File: src/rtl/vga_segdac_driver.sv
`default_nettype none
// ============================================================================
// Module   : vga_segdac_driver
// Brief    : VGA 640x480@60 timing generator and 8-bit to 12-switch segment
//            DAC encoder with a two-stage output pipeline. The optional
//            colour-bar test pattern is enabled by macro VGA_TEST_PATTERN_EN.
// Revision : 1.0 - initial release
// ============================================================================
module vga_segdac_driver #(
  parameter int H_VIS  = 640,
  parameter int H_FP   = 16,
  parameter int H_SYNC = 96,
  parameter int H_BP   = 48,
  parameter int V_VIS  = 480,
  parameter int V_FP   = 10,
  parameter int V_SYNC = 2,
  parameter int V_BP   = 33
) (
  input  logic        clk,
  input  logic        rst,
  input  logic [23:0] rgb_in,
`ifdef VGA_TEST_PATTERN_EN
  input  logic        pattern_sel,
`endif
  output logic [9:0]  hpos,
  output logic [9:0]  vpos,
  output logic        frame_start,
  output logic [11:0] R,
  output logic [11:0] G,
  output logic [11:0] B,
  output logic        hsync,
  output logic        vsync,
  output logic        blank
);

  localparam logic [9:0] c_H_VIS    = 10'(H_VIS);
  localparam logic [9:0] c_HS_FIRST = 10'(H_VIS + H_FP);
  localparam logic [9:0] c_HS_LAST  = 10'(H_VIS + H_FP + H_SYNC - 1);
  localparam logic [9:0] c_H_LAST   = 10'(H_VIS + H_FP + H_SYNC + H_BP - 1);
  localparam logic [9:0] c_V_VIS    = 10'(V_VIS);
  localparam logic [9:0] c_VS_FIRST = 10'(V_VIS + V_FP);
  localparam logic [9:0] c_VS_LAST  = 10'(V_VIS + V_FP + V_SYNC - 1);
  localparam logic [9:0] c_V_LAST   = 10'(V_VIS + V_FP + V_SYNC + V_BP - 1);

  // ---------------------------------------------------------------- stage 0
  logic [9:0] r_hpos;
  logic [9:0] r_vpos;

  always_ff @(posedge clk) begin
    if (rst) begin
      r_hpos <= '0;
      r_vpos <= '0;
    end else if (r_hpos == c_H_LAST) begin
      r_hpos <= '0;
      r_vpos <= (r_vpos == c_V_LAST) ? 10'd0 : r_vpos + 10'd1;
    end else begin
      r_hpos <= r_hpos + 10'd1;
    end
  end

  assign hpos        = r_hpos;
  assign vpos        = r_vpos;
  assign frame_start = (r_hpos == 10'd0) && (r_vpos == 10'd0);

  // ---------------------------------------------------------------- stage 1
  logic        w_vis;
  logic        w_hs_n;
  logic        w_vs_n;
  logic [23:0] w_pix;

  always_comb begin
    w_vis  = (r_hpos < c_H_VIS) && (r_vpos < c_V_VIS);
    w_hs_n = !((r_hpos >= c_HS_FIRST) && (r_hpos <= c_HS_LAST));
    w_vs_n = !((r_vpos >= c_VS_FIRST) && (r_vpos <= c_VS_LAST));
  end

`ifdef VGA_TEST_PATTERN_EN
  // Eight vertical bars from hpos[9:7], with a vertical ramp in the red LSBs.
  logic [2:0]  w_bar;
  logic [23:0] w_pattern;

  assign w_bar     = r_hpos[9:7];
  assign w_pattern = {{6{w_bar[2]}}, r_vpos[8:7], {8{w_bar[1]}}, {8{w_bar[0]}}};
  assign w_pix     = pattern_sel ? w_pattern : rgb_in;
`else
  assign w_pix = rgb_in;
`endif

  logic        r_vis1;
  logic        r_hs1_n;
  logic        r_vs1_n;
  logic [23:0] r_pix1;

  always_ff @(posedge clk) begin
    if (rst) begin
      r_vis1  <= 1'b0;
      r_hs1_n <= 1'b1;
      r_vs1_n <= 1'b1;
      r_pix1  <= '0;
    end else begin
      r_vis1  <= w_vis;
      r_hs1_n <= w_hs_n;
      r_vs1_n <= w_vs_n;
      r_pix1  <= w_pix;
    end
  end

  // ---------------------------------------------------------------- stage 2
  // Each 2-bit field n closes n of its segment's three switches.
  function automatic logic [11:0] seg_encode(input logic [7:0] c);
    logic [11:0] code;
    logic [1:0]  f;
    code = '0;
    for (int s = 0; s < 4; s++) begin
      f = c[2*s +: 2];
      code[3*s +: 3] = {f[1] & f[0], f[1], f[1] | f[0]};
    end
    return code;
  endfunction

  logic [11:0] w_code [3];

  genvar gi;
  generate
    for (gi = 0; gi < 3; gi++) begin : g_chan
      assign w_code[gi] = r_vis1 ? seg_encode(r_pix1[8*(2-gi) +: 8]) : 12'd0;
    end
  endgenerate

  always_ff @(posedge clk) begin
    if (rst) begin
      R     <= '0;
      G     <= '0;
      B     <= '0;
      hsync <= 1'b1;
      vsync <= 1'b1;
      blank <= 1'b1;
    end else begin
      R     <= w_code[0];
      G     <= w_code[1];
      B     <= w_code[2];
      hsync <= r_hs1_n;
      vsync <= r_vs1_n;
      blank <= !r_vis1;
    end
  end

endmodule
`default_nettype wire

File: config.mk
export PLATFORM = sky130hd
export DESIGN_NAME = vga_segdac_driver
export DESIGN_NICKNAME = d
export VERILOG_FILES = /design/src/rtl/vga_segdac_driver.sv
export SDC_FILE = /design/constraint.sdc
export NUM_CORES = 1
export LEC_CHECK = 0
export ABC_AREA = 1
export ABC_CLOCK_PERIOD_IN_PS = 2700
export CAP_MARGIN = 20
export CORE_MARGIN = 2
export CORE_UTILIZATION = 50
export CTS_CLUSTER_DIAMETER = 60
export CTS_CLUSTER_SIZE = 30
export DETAILED_ROUTE_END_ITERATION = 10
export GPL_ROUTABILITY_DRIVEN = 0
export GPL_TIMING_DRIVEN = 0
export PLACE_DENSITY = 0.89
export SETUP_SLACK_MARGIN = 0.3
export SYNTH_ARGS = -nofsm -noshare
export SYNTH_HDL_FRONTEND = slang
export SYNTH_SLANG_ARGS = --single-unit
File: constraint.sdc
create_clock -name clk -period 2.7 [get_ports clk]
set_clock_uncertainty 0.15 [all_clocks]
set_input_delay 0.27 -clock clk [delete_from_list [all_inputs] [get_ports clk]]
set_output_delay 0.27 -clock clk [all_outputs]
set_load 0.05 [all_outputs]
==> impl_metrics.ini <==
[floorplan]
starting_density_of_the_core_pct = 51.4
ioPinCount = 86
dieArea_sq_mm = 0.00669
chipWidth_microns = 81.8
floorplan.rows = 28
coreArea_sq_mm = 0.00589
die_height_microns = 81.8

[drt]
dr_iter_0_viols = 57
antenna_left = 0
viasPerCell = 4.67
remaining_drc_errors = 0
detailed_route_via_count = 2531
detailedRoute.firstPassIterationCount = 4
postRouteWirelength_mm = 6.38
post_drt_wl_per_cell_microns = 11.8

[grt]
overflow = 0
grt_pass1_wl_mm = 9.89
grt_max_degree = 16
grtUsageTotal_pct = 19.6
antenna_found_initial = 0
via_count_of_the_first_global_routing_pass = 2308

[clocking]
cts_setup_buffers = 0
numClockSinks = 86
cts_hold_repair.buffers = 0
htree_levels = 3
ctsRootBufferMaster = sky130_fd_sc_hd__clkbuf_8
clock_tree.buffer_depth = 2
cts_tree = built
clk_latency_ps = 350
numCtsBuffers = 9
clk_pin_slew_worst_paths_ps = 80

[place]
place.port_buffers = 84
dpl.hpwl_mm = 4.76
dpl.cell_count = 526
placed_cell_area_sq_mm = 0.00398

[run_status]
outcome = complete, no violations

[synth]
synthMuxAreaShare_pct = 0
synth_area_sq_mm = 0.00303
synth_top_family_by_area = simple AND/OR/NAND/NOR gates
ys_warn_count = 0
post_synth.cell_area_avg_sq_um = 8.24
synth_fp_nets = 397
yosys_register_bits = 86
post_synth_xor_area_fraction_pct = 1.70
synth_seq_area_share_pct = 56.9
synth-compound-area-share_pct = 4.18
synthSimpleGateAreaFrac_pct = 24.4
yosys.area_share.adder_pct = 1.65
netlist-cell-type-count = 30
synthCells = 367

[timing]
finalCriticalPeriod_ps = 2220
finalHoldWorstSlack_ps = 86.2
final_hold_viol_count = 0
setup_viol_count_final = 0
drv_slew = 0
period_share_pct = 82.1
max_freq_ghz = 0.451
unrepaired_setup_endpoints_after_global_routing = no
worst_slew_pin_slew_ps = 523
worst_slew_margin_pct = 65.1
setup_total_negative_slack_ps = 0

[setup_path]
critPathCaptureType = output port
worst-endpoint-required_ps = 2280
timing.rr.start = hpos[0]
setup.worst_path.start_class = flop
worst-r2r-setup-slack_ps = 960
worst-path-max-fanout = 3
crit_start = vpos[0]
timing_worst_setup_path_type = flop to output port
worstPathArrival_ps = 1800

[job]
max_capacitance_violation_total = 0

[cells_and_area]
num-nets-final = 492
n_antenna_cell = 0
fin_cells = 542
layout.filler_cells = 433
post-route-cell-area_sq_mm = 0.00414
layout.cells.most_common_list = sky130_fd_sc_hd__dfxtp_1, sky130_fd_sc_hd__clkdlybuf4s50_1, sky130_fd_sc_hd__inv_1
mostFrequentLayoutCell = sky130_fd_sc_hd__dfxtp_1
drive_above_1_share_pct = 8.35
area_growth_pct = 36.9

[worst_hold_path]
hp-start = rst
holdCritPathClass = primary input to flop

[pwr]
power_density_mw_per_mm2 = 570
peak_supply_drop_uv = 355
p_total_mw = 2.36
p_leak_nw = 1.78
-- cells in the mapped netlist (all sizes together) --
cell type | instances | area, sq um
nor3 | 14 | 70.1
dfxtp | 86 | 1720
nor4 | 1 | 6.26
a21oi | 16 | 83.8
ha | 4 | 50.1
nand4 | 5 | 46.3
o31ai | 1 | 7.51
xor2 | 4 | 42.6
or2 | 3 | 18.8
clkinv | 2 | 7.51
a31oi | 1 | 6.26
buf | 5 | 40.0
xnor2 | 1 | 8.76
nand2 | 46 | 175
clkbuf | 3 | 11.3
nor2 | 77 | 318
nand3 | 19 | 105
inv | 74 | 278
o21ai | 5 | 28.8
-- what timing repair did --
item,CTS,global route
resized for setup,3,2
hold endpoints to repair,0,0
setup endpoints to repair,1,1
-- where the power goes --
group / switching, mW / leakage (nW) / internal (mW) / total [mW]
registers: 0.0149 / 0.704 / 1.31 / 1.32
logic: 0.148 / 0.991 / 0.0900 / 0.238
clock network: 0.465 / 0.0898 / 0.337 / 0.802
-- worst paths after layout --
kind / to / depth (start not counted)
worst max-delay path: frame_start / 7
worst min-delay path: vsync / 2
worst max register to register: vpos[4] / 6
worst min register to register: hsync / 1
-- critical path: stages, from the launching register on --
cell and delay [ps]:
sky130_fd_sc_hd__dfxtp_1 340, sky130_fd_sc_hd__inv_1 160, sky130_fd_sc_hd__ha_1 170, sky130_fd_sc_hd__inv_1 30, sky130_fd_sc_hd__nor2_1 70, sky130_fd_sc_hd__nand3_1 140
sky130_fd_sc_hd__nor4_4 240, sky130_fd_sc_hd__buf_2 300
-- kinds of logic after synthesis --
family,count (synthesis)
simple gates,165
flops,86
buf+inv,84
compound gates,23
xor+xnor,5
fa+ha+maj,4
-- layout make-up --
cell class | count | area (sq um) | share of cell area (%)
Tap cell | 75 | 93.8 | 2.27
Sequential cell | 86 | 1720 | 41.6
Multi-Input combinational cell | 197 | 982 | 23.7
Clock buffer | 9 | 124 | 2.99
Inverter | 76 | 285 | 6.89
Clock inverter | 7 | 48.8 | 1.18
Timing Repair Buffer | 84 | 836 | 20.2
Buffer | 8 | 51.3 | 1.24
-- through the flow --
step	util [%]	setup slack [ps]
2_1_floorplan	-	582
3_3_place_gp	67.5	338
3_5_place_dp	67.5	310
4_1_cts	70.5	349
5_1_grt	70.4	331
6_report	70.4	484
-- state kept, by name, indices dropped and copies added, names as in the netlist --
signal   cells
hpos        10
hsync        1
r_hs1_n      1
R           12
blank        1
vsync        1
r_vs1_n      1
B           12
G           12
vpos        10
r_pix1      24
r_vis1       1
-- metal layers --
layer	vias up	track usage, %	part of all wire, %
met5	-	0	0
met4	0	6.17	1.2
met3	12	6.04	6.1
met2	87	34.9	50
met1	1140	22.3	43
li1	1292	-	-
Note: power is estimated with default switching activity, not from simulation.
